<file path="config.mk">
export PLATFORM = sky130hd
export DESIGN_NAME = chirp_sweep_gen
export DESIGN_NICKNAME = d
export VERILOG_FILES = /design/src/rtl/chirp_pkg.sv /design/src/rtl/dwell_timer.sv /design/src/rtl/chirp_sweep_gen.sv
export SDC_FILE = /design/constraint.sdc
export NUM_CORES = 1
export LEC_CHECK = 0
export ABC_AREA = 1
export CAP_MARGIN = 5
export CORE_AREA = 5 5 137 139
export DETAILED_ROUTE_END_ITERATION = 10
export DIE_AREA = 0 0 142 144
export GPL_ROUTABILITY_DRIVEN = 0
export PLACE_DENSITY = 0.77
export SKIP_CTS_REPAIR_TIMING = 1
export SLEW_MARGIN = 15
export SYNTH_ARGS = -nofsm -noshare
export SYNTH_HDL_FRONTEND = slang
export SYNTH_SLANG_ARGS = --single-unit
export TNS_END_PERCENT = 20
</file>
<file path="constraint.sdc">
create_clock -name aclk -period 3.3 [get_ports aclk]
set_clock_uncertainty 0.2 [all_clocks]
set_input_delay 0.33 -clock aclk [delete_from_list [all_inputs] [get_ports aclk]]
set_output_delay 0.33 -clock aclk [all_outputs]
set_load 0.05 [all_outputs]
</file>
<file path="src/rtl/chirp_pkg.sv">
// Shared types and constants for the chirp sweep generator.
package chirp_pkg;

    localparam int FREQ_W_DEF = 10;
    localparam int CNT_W_DEF  = 16;

    localparam logic [1:0] MODE_UP  = 2'd0;
    localparam logic [1:0] MODE_DN  = 2'd1;
    localparam logic [1:0] MODE_TRI = 2'd2;

    typedef enum logic [1:0] {
        S_IDLE,
        S_RAMP_UP,
        S_RAMP_DN,
        S_GAP
    } state_t;

endpackage

</file>
<file path="src/rtl/dwell_timer.sv">
// Loadable down-counter; expire is high during the last cycle of a loaded interval.
module dwell_timer
    import chirp_pkg::*;
#(
    parameter int CNT_W = CNT_W_DEF
) (
    input  logic             aclk,
    input  logic             aresetn,
    input  logic             load,
    input  logic [CNT_W-1:0] load_val,
    output logic             expire
);

    logic [CNT_W-1:0] count;

    // Load a new interval, otherwise count down and park at zero.
    always_ff @(posedge aclk) begin
        if (!aresetn) begin
            count <= '0;
        end else if (load) begin
            count <= load_val;
        end else if (count != '0) begin
            count <= count - {{(CNT_W-1){1'b0}}, 1'b1};
        end
    end

    assign expire = (count == {{(CNT_W-1){1'b0}}, 1'b1});

endmodule

</file>
<file path="src/rtl/chirp_sweep_gen.sv">
// Stepped linear-FM frequency scheduler: bursts of up, down or triangle chirps
// with per-step dwell and an optional gap between chirps.
module chirp_sweep_gen
    import chirp_pkg::*;
#(
    parameter int FREQ_W = FREQ_W_DEF,
    parameter int CNT_W  = CNT_W_DEF
) (
    input  logic              aclk,
    input  logic              aresetn,
    input  logic              start,
    input  logic              abort,
    input  logic [1:0]        mode,
    input  logic [FREQ_W-1:0] f_start,
    input  logic [FREQ_W-1:0] f_stop,
    input  logic [FREQ_W-1:0] f_step,
    input  logic [CNT_W-1:0]  dwell,
    input  logic [CNT_W-1:0]  gap,
    input  logic [7:0]        n_chirps,
    output logic [FREQ_W-1:0] freq,
    output logic              freq_valid,
    output logic              chirp_start,
    output logic              busy,
    output logic              done
);

    state_t            state;
    state_t            state_nxt;
    logic [FREQ_W-1:0] freq_nxt;
    logic              fv_nxt;
    logic              cs_nxt;
    logic              busy_nxt;
    logic              done_nxt;

    logic [1:0]        cfg_mode;
    logic [FREQ_W-1:0] cfg_f_start;
    logic [FREQ_W-1:0] cfg_f_stop;
    logic [FREQ_W-1:0] cfg_f_step;
    logic [CNT_W-1:0]  cfg_dwell;
    logic [CNT_W-1:0]  cfg_gap;
    logic [7:0]        chirps_left;

    logic              cfg_load;
    logic              chirp_dec;
    logic              tmr_load;
    logic [CNT_W-1:0]  tmr_val;
    logic              tmr_expire;
    logic              end_chirp;
    logic              begin_chirp;

    logic              in_degen;
    logic              cfg_degen;
    logic              in_first_dn;
    logic              cfg_first_dn;
    logic [CNT_W-1:0]  in_dwell;

    // Saturating up step: the sum is one bit wider so it can never wrap.
    function automatic logic [FREQ_W-1:0] step_up(input logic [FREQ_W-1:0] f,
                                                  input logic [FREQ_W-1:0] step,
                                                  input logic [FREQ_W-1:0] hi);
        logic [FREQ_W:0] sum;
        sum = {1'b0, f} + {1'b0, step};
        if (sum >= {1'b0, hi}) return hi;
        return sum[FREQ_W-1:0];
    endfunction

    // Saturating down step: compare f against lo+step so no borrow can occur.
    function automatic logic [FREQ_W-1:0] step_dn(input logic [FREQ_W-1:0] f,
                                                  input logic [FREQ_W-1:0] step,
                                                  input logic [FREQ_W-1:0] lo);
        logic [FREQ_W:0] floor_sum;
        floor_sum = {1'b0, lo} + {1'b0, step};
        if ({1'b0, f} <= floor_sum) return lo;
        return f - step;
    endfunction

    assign in_degen     = (f_step == '0) || (f_start >= f_stop);
    assign cfg_degen    = (cfg_f_step == '0) || (cfg_f_start >= cfg_f_stop);
    assign in_first_dn  = (mode == MODE_DN) && !in_degen;
    assign cfg_first_dn = (cfg_mode == MODE_DN) && !cfg_degen;
    assign in_dwell     = (dwell == '0) ? {{(CNT_W-1){1'b0}}, 1'b1} : dwell;

    // Capture the burst configuration on an accepted start; count chirps down.
    always_ff @(posedge aclk) begin
        if (!aresetn) begin
            cfg_mode    <= MODE_UP;
            cfg_f_start <= '0;
            cfg_f_stop  <= '0;
            cfg_f_step  <= '0;
            cfg_dwell   <= '0;
            cfg_gap     <= '0;
            chirps_left <= '0;
        end else if (cfg_load) begin
            cfg_mode    <= (mode == MODE_DN || mode == MODE_TRI) ? mode : MODE_UP;
            cfg_f_start <= f_start;
            cfg_f_stop  <= f_stop;
            cfg_f_step  <= f_step;
            cfg_dwell   <= in_dwell;
            cfg_gap     <= gap;
            chirps_left <= n_chirps;
        end else if (chirp_dec) begin
            chirps_left <= chirps_left - 8'd1;
        end
    end

    dwell_timer #(
        .CNT_W(CNT_W)
    ) u_timer (
        .aclk    (aclk),
        .aresetn (aresetn),
        .load    (tmr_load),
        .load_val(tmr_val),
        .expire  (tmr_expire)
    );

    // Next-state and next-output logic; abort overrides every other transition.
    always_comb begin
        state_nxt   = state;
        freq_nxt    = freq;
        fv_nxt      = freq_valid;
        cs_nxt      = 1'b0;
        busy_nxt    = busy;
        done_nxt    = 1'b0;
        tmr_load    = 1'b0;
        tmr_val     = cfg_dwell;
        cfg_load    = 1'b0;
        chirp_dec   = 1'b0;
        end_chirp   = 1'b0;
        begin_chirp = 1'b0;

        if (abort) begin
            state_nxt = S_IDLE;
            fv_nxt    = 1'b0;
            busy_nxt  = 1'b0;
        end else begin
            case (state)
                S_IDLE: begin
                    fv_nxt   = 1'b0;
                    busy_nxt = 1'b0;
                    if (start) begin
                        cfg_load  = 1'b1;
                        state_nxt = in_first_dn ? S_RAMP_DN : S_RAMP_UP;
                        freq_nxt  = in_first_dn ? f_stop : f_start;
                        fv_nxt    = 1'b1;
                        cs_nxt    = 1'b1;
                        busy_nxt  = 1'b1;
                        tmr_load  = 1'b1;
                        tmr_val   = in_dwell;
                    end
                end
                S_RAMP_UP: begin
                    if (tmr_expire) begin
                        if (cfg_degen || (freq == cfg_f_stop && cfg_mode != MODE_TRI)) begin
                            end_chirp = 1'b1;
                        end else if (freq == cfg_f_stop) begin
                            state_nxt = S_RAMP_DN;
                            freq_nxt  = step_dn(freq, cfg_f_step, cfg_f_start);
                            tmr_load  = 1'b1;
                        end else begin
                            freq_nxt = step_up(freq, cfg_f_step, cfg_f_stop);
                            tmr_load = 1'b1;
                        end
                    end
                end
                S_RAMP_DN: begin
                    if (tmr_expire) begin
                        if (freq == cfg_f_start) begin
                            end_chirp = 1'b1;
                        end else begin
                            freq_nxt = step_dn(freq, cfg_f_step, cfg_f_start);
                            tmr_load = 1'b1;
                        end
                    end
                end
                S_GAP: begin
                    if (tmr_expire) begin
                        begin_chirp = 1'b1;
                    end
                end
                default: begin
                    state_nxt = S_IDLE;
                    fv_nxt    = 1'b0;
                    busy_nxt  = 1'b0;
                end
            endcase

            if (end_chirp) begin
                chirp_dec = (chirps_left != 8'd0);
                if (chirps_left == 8'd1) begin
                    state_nxt = S_IDLE;
                    fv_nxt    = 1'b0;
                    busy_nxt  = 1'b0;
                    done_nxt  = 1'b1;
                end else if (cfg_gap != '0) begin
                    state_nxt = S_GAP;
                    fv_nxt    = 1'b0;
                    tmr_load  = 1'b1;
                    tmr_val   = cfg_gap;
                end else begin
                    begin_chirp = 1'b1;
                end
            end

            if (begin_chirp) begin
                state_nxt = cfg_first_dn ? S_RAMP_DN : S_RAMP_UP;
                freq_nxt  = cfg_first_dn ? cfg_f_stop : cfg_f_start;
                fv_nxt    = 1'b1;
                cs_nxt    = 1'b1;
                tmr_load  = 1'b1;
                tmr_val   = cfg_dwell;
            end
        end
    end

    // State and registered outputs.
    always_ff @(posedge aclk) begin
        if (!aresetn) begin
            state       <= S_IDLE;
            freq        <= '0;
            freq_valid  <= 1'b0;
            chirp_start <= 1'b0;
            busy        <= 1'b0;
            done        <= 1'b0;
        end else begin
            state       <= state_nxt;
            freq        <= freq_nxt;
            freq_valid  <= fv_nxt;
            chirp_start <= cs_nxt;
            busy        <= busy_nxt;
            done        <= done_nxt;
        end
    end

endmodule

</file>
; Yosys cells after proc, flatten, opt, wreduce, memory -nomap -nowiden
; Cells that the tools add are included.
[word_totals]
output_inout_bits = 14
input_bits = 76
regBits = 104
[classes]
reduce_logical = 22
n_bitwise = 3
order_cmp = 4
eq_ne = 16
n_mux = 92
n_addsub = 5
[ops]
columns = cell, count
row1 = two-way mux 16 bit, 10
row2 = two-way mux 10 bit, 14
row3 = two-way mux 1 bit, 51
row4 = nonzero test 16 bit, 2
row5 = one-hot mux 10 bit (3 select lines), 1
row6 = adder 10 x 10 -> 11 bit, 2
row7 = two-way mux 2 bit, 11
row8 = == test 10 bit, 2
row9 = >= comparator 10 bit, 2
row10 = logical NOT 10 bit, 2
row11 = == test 16 x 1 -> 1 bit (second input constant), 1
row12 = logical NOT 16 bit, 1
row13 = two-way mux 8 bit, 2
row14 = subtractor 16 x 1 -> 16 bit (second input constant), 1
row15 = inequality test 3 bit (second input constant), 5
row16 = >= comparator 11 x 10 -> 1 bit, 1
row17 = less-or-equal comparator 10 x 11 -> 1 bit, 1
row18 = subtractor 10 bit, 1
row19 = == test 8 x 1 -> 1 bit (second input constant), 1
row20 = nonzero test 8 bit, 1
row21 = subtractor 8 x 1 -> 8 bit (second input constant), 1
row22 = AND reduction 7 bit, 1
row23 = == test 2 x 1 -> 1 bit (second input constant), 3
row24 = == test 2 bit (second input constant), 3
row25 = other kinds (13), 22

; Longest topological paths before layout
; Gate-level depths: netlist (run 1).
[depth]
word_depth = 14
ltp_mapped = 28
ltp_nobuf = 26

; By module
; Synthesis (run 1) repeated with hierarchy kept, for this count alone.
[unflattened]
hier_cells = 1382
area_unflattened_um2 = 8802.2
[modules_own_cells]
columns = module, n_inst, area_each_um2, cells_per_inst, seq_area_each_um2
row1 = chirp_sweep_gen, 1, 7711.1, 1209, 1761.7
row2 = dwell_timer, 1, 1091.0, 173, 320.3

; Least setup slack after synthesis (run 1)
; Ideal clock, no wire load.
[synth_timing]
kind = flip-flop to flip-flop
startpoint = reg freq[0]
endpoint = reg freq[8]
stages_incl_launch_ff = 28
arrival_ps = 3437
setup_slack_ps = -446
cell_sequence = dfxtp_1 ha_1 inv_1 fa_1 nand3b_1 nand2_1 a21oi_1 xor2_1 inv_1 ha_1 nand2_1 nor3_1 nand2_1 nand4_1 nand2_1 nand2_1 nand2_1 nand2_1 buf_2 nand2_1 nand2_1 nand2_1 nand3_1 nand2_1 nand2_1 nand3_1 nand2_1 inv_1
[synth_between]
elab_chain_len = 14
[synth_rtl]
columns = element, line
row1 = "start, declared", chirp_sweep_gen.sv:20  ; output logic [FREQ_W-1:0] freq,
row2 = "start signal, assigned", chirp_sweep_gen.sv:226  ; freq <= freq_nxt;
row3 = adder 10 x 10 -> 11 bit, chirp_sweep_gen.sv:62  ; sum = {1'b0, f} + {1'b0, step};
row4 = >= comparator 11 x 10 -> 1 bit, chirp_sweep_gen.sv:63  ; if (sum >= {1'b0, hi}) return hi;
row5 = two-way mux 1 bit, chirp_sweep_gen.sv:63
row6 = two-way mux 1 bit, chirp_sweep_gen.sv:155  ; end else if (freq == cfg_f_stop) begin
row7 = two-way mux 1 bit, chirp_sweep_gen.sv:153  ; if (cfg_degen || (freq == cfg_f_stop && cfg_mode != MODE_TRI)) begin
row8 = two-way mux 1 bit, chirp_sweep_gen.sv:152  ; if (tmr_expire) begin
row9 = two-way mux 1 bit, chirp_sweep_gen.sv:136  ; case (state)
row10 = two-way mux 1 bit, chirp_sweep_gen.sv:131  ; if (abort) begin
row11 = two-way mux 10 bit, chirp_sweep_gen.sv:64  ; return sum[FREQ_W-1:0];
row12 = two-way mux 10 bit, chirp_sweep_gen.sv:155
row13 = two-way mux 10 bit, chirp_sweep_gen.sv:153
row14 = two-way mux 10 bit, chirp_sweep_gen.sv:152
row15 = one-hot mux 10 bit (3 select lines), chirp_sweep_gen.sv:136
row16 = two-way mux 10 bit, chirp_sweep_gen.sv:204  ; if (begin_chirp) begin
; Parallel ways exist; a longest one is shown, timed or not. The select of a mux whose other input is x is not followed.
; A chain may end at the register's enable or synchronous reset.

; Worst setup path after layout (run 1)
[layout_timing]
startpoint = reg cfg_f_step[0]
endpoint = reg freq[7]
[layout_between]
elab_chain_len = 14
[layout_rtl]
columns = element, line
row1 = "start, declared", chirp_sweep_gen.sv:38  ; logic [FREQ_W-1:0] cfg_f_step;
row2 = "start signal, assigned", chirp_sweep_gen.sv:97  ; cfg_f_step <= f_step;
row3 = "adder 10 x 10 -> 11 bit, on equally long branches", "chirp_sweep_gen.sv:62, chirp_sweep_gen.sv:72"
row4 = >= comparator 11 x 10 -> 1 bit or less-or-equal comparator 10 x 11 -> 1 bit (tied branches), "chirp_sweep_gen.sv:63, chirp_sweep_gen.sv:73"
row5 = "two-way mux 1 bit, on equally long branches", "chirp_sweep_gen.sv:63, chirp_sweep_gen.sv:73"
row6 = two-way mux 1 bit, chirp_sweep_gen.sv:155
row7 = two-way mux 1 bit, chirp_sweep_gen.sv:153
row8 = two-way mux 1 bit, chirp_sweep_gen.sv:152
row9 = two-way mux 1 bit, chirp_sweep_gen.sv:136
row10 = two-way mux 1 bit, chirp_sweep_gen.sv:131
row11 = "two-way mux 10 bit, on equally long branches", "chirp_sweep_gen.sv:64, chirp_sweep_gen.sv:74"
row12 = two-way mux 10 bit, chirp_sweep_gen.sv:155
row13 = two-way mux 10 bit, chirp_sweep_gen.sv:153
row14 = two-way mux 10 bit, chirp_sweep_gen.sv:152
row15 = one-hot mux 10 bit (3 select lines), chirp_sweep_gen.sv:136
row16 = two-way mux 10 bit, chirp_sweep_gen.sv:204
; Parallel ways exist; a longest one is shown, timed or not. The select of a mux whose other input is x is not followed.

==> results.md, run 1 <==
* Outcome: complete, but fails checks
* Failing checks: setup timing
* Final period utilization at 106%
* Post-Route WL at 30600 um
* Clk sinks at 104
* Core Region at 17500 sq um
* CTS Buffer Depth at 2
* CP peak stage delay at 0.38 ns
* Die Y at 144 um
* WL per Instance at 16.5 um
* P&R area growth vs syn at 27.5%
* Slowest cell on crit path: dfxtp_4
* Peak supply drop at 0.000291 V
* Hold Vio Cnt, Final at 0
* Synth unique cells at 53
* Max_cap viols at 0
* Hold WS at 0.287 ns
* Post-route minimum period at 3.50 ns
* Worst Path Buf+Inv at 3
* Final Max Slew Viols at 0
* Critical Path AT at 3.55 ns
* Storage element area at 2110 sq um
* Synthesized instance count at 1444
* IO Count at 90
* CP Capture Type: register
* DRC at 0
* Initial core utilization at 51.5%
* Post-synthesis async set-or-reset flop share at 0%
* Vias in the first global route at 9400
* # H-tree levels at 3
* CP dominant cell by count: nand2_1
* Antenna diode count at 0
* Endpoints failing setup at 10
* Setup ws final at -0.199 ns
* Final HPWL DP at 23700 um
* Vias/cell at 5.67
* Lkg Pwr at 0.00554 uW
* CP top delay family: simple AND/OR/NAND/NOR gates
* WS Path Type: register to register
* DR vias at 10512
* Sequential-to-total area share from yosys stat at 23.1%
* #FFs+latches synth at 104
* Synthesized area per cell at 6.25 sq um
* Commonest non-fill, non-tap cells in the layout: nand2_1 (345), inv_1 (200), o21ai_0 (132)
* Number of synthesized flops with an enable pin at 0
* Chip width at 142 um
* Area occupied by multi-input gates at 6140 sq um
* Total Power at 5510 uW
* Area of the mapped netlist at 9020 sq um
* Slew headroom at 53.1%
* Syn_nets at 1601
* Fin nets at 1777
* Clock Pin Slew Worst Setup and Hold Paths at 0.08 ns
* Top_reg_cell synth: dfxtp_1
* Global-route wire length before repair at 47700 um
* Largest net degree at the start of global routing at 71
* RSZ-0062 raised after global routing: true
* Initial antenna violation count at 0
* Cell Rows at 49
* Total GRT Usage at 29.2%
* CTS tree: yes
* Slew @ Worst Pin at 0.696 ns
* Setup crit start kind: register
* Die ar. at 20400 sq um
* Syn. warnings at 0
* Critical Path Fanout Max at 8
* Num CTS Buffers at 9
* Pwr dens at 479 nW/um^2
* Clk_lat worst skew at 0.36 ns
* Fin util at 65.6%
* DRT antenna net count at 0
* Most common cell after layout, fill and taps aside: nand2_1
* Port bufs at 89
* Drt first-iter violations at 1137
* Fmax at 286 MHz
* # fillers at 1574
* Drt first pass iters at 7
* Tightest Hold Check Type: register to register
* Overflow after GRT at 0
* Fraction of layout cells with a size suffix above 1 at 15.0%
* Root buffer cell: clkbuf_16
* WP data required at 3.35 ns
## cells in the mapped netlist (10+ instances only)
master	instances	area, sq um
dfxtp_1	104	2080
o211ai_1	10	75.1
inv_1	205	769
nand4_1	39	244
nor3_1	15	75.1
clkbuf_1	30	113
ha_1	78	976
a21oi_1	116	581
xor2_1	30	263
buf_2	10	50.1
o21ai_1	16	80.1
o21ai_0	139	696
nor2_1	118	443
inv_2	10	37.5
a31oi_1	17	106
nand2_1	352	1320
nand3_1	69	345
## cell type report
| cell class | instances | share of cell area, % |
|---|---|---|
| clock inverter | 5 | 0.631 |
| sequential | 104 | 18.3 |
| clock buffer | 11 | 2.20 |
| tap | 229 | 2.49 |
| multi-input combinational | 1078 | 53.4 |
| timing repair buffer | 210 | 15.8 |
| inverter | 217 | 7.12 |
## final timing paths
check | startpoint | endpoint | slack [ns] | cells after the start
worst max-delay path | cfg_f_step[0] | freq[7] | -0.20 | 25
worst min-delay path | cfg_gap[4] | cfg_gap[4] | 0.29 | 2
worst max register to register | cfg_f_step[0] | freq[7] | -0.20 | 25
worst min register to register | cfg_gap[4] | cfg_gap[4] | 0.29 | 2
## logic make-up (layout without fill, tap and decap cells)
family | count (synthesis) | count (layout) | synth area share [%]
XOR/XNOR | 36 | 36 | 3.49
AND/OR/NAND/NOR | 634 | 634 | 30.8
adder cells (fa/ha/maj) | 81 | 81 | 11.5
buffers and inverters | 262 | 443 | 11.3
AO/OA/AOI/OAI | 324 | 324 | 19.5
flip-flops | 104 | 104 | 23.1
multiplexers | 3 | 3 | 0.333
## registers in the layout, summed over array words and instances (netlist names)
signal / count
cfg_dwell: 16
cfg_gap: 16
u_timer.count: 16
cfg_f_start: 10
cfg_f_step: 10
cfg_f_stop: 10
freq: 10
chirps_left: 8
cfg_mode: 2
state: 2
busy: 1
chirp_start: 1
done: 1
freq_valid: 1
## layer usage
layer | track usage [%] | wire [um] | up-vias
met4 | 9.39 | 876 | 0
li1 | - | - | 5083
met1 | 42.2 | 13400 | 4774
met2 | 43.3 | 12700 | 569
met3 | 6.58 | 3680 | 86
met5 | 0 | 0 | -
## worst register-to-register path: cells and delay by family (launching register included)
| family | cells | cell delay, ns |
|---|---|---|
| AOI/OAI and AO/OA | 2 | 0.23 |
| and+or+nand+nor | 16 | 1.38 |
| adders and majority gates | 3 | 0.74 |
| DFF | 1 | 0.38 |
| buffers and inverters | 3 | 0.27 |
| xor gates and xnor gates | 1 | 0.15 |
## stage by stage
stage / std cells / instance area (sq um) / TNS (ns) / worst slack [ns]
global route: 1854 / 11500 / -3.28 / -0.462
floorplan: 1444 / 9060 / 0 / 0.00143
global placement: 1834 / 10900 / -1.31 / -0.161
detailed placement: 1834 / 10900 / -2.78 / -0.319
CTS: 1850 / 11300 / -3.17 / -0.362
finish: 1854 / 11500 / -0.965 / -0.199
## power breakdown
part	total, uW	switching, uW	internal (uW)
registers	1560	134	1420
clock network	1190	544	645
logic	2770	1680	1080
(Power assumes the default switching activity.)
==> inputs of run 2 (changes only) <==
--- a/config.mk
+++ b/config.mk
@@ -6,6 +6,7 @@
 export NUM_CORES = 1
 export LEC_CHECK = 0
 export ABC_AREA = 1
+export ABC_CLOCK_PERIOD_IN_PS = 3300
 export CAP_MARGIN = 5
 export CORE_AREA = 5 5 137 139
 export DETAILED_ROUTE_END_ITERATION = 10
==> results of run 2 <==
No change in the layout: final DEF, timing and power equal those of run 1.
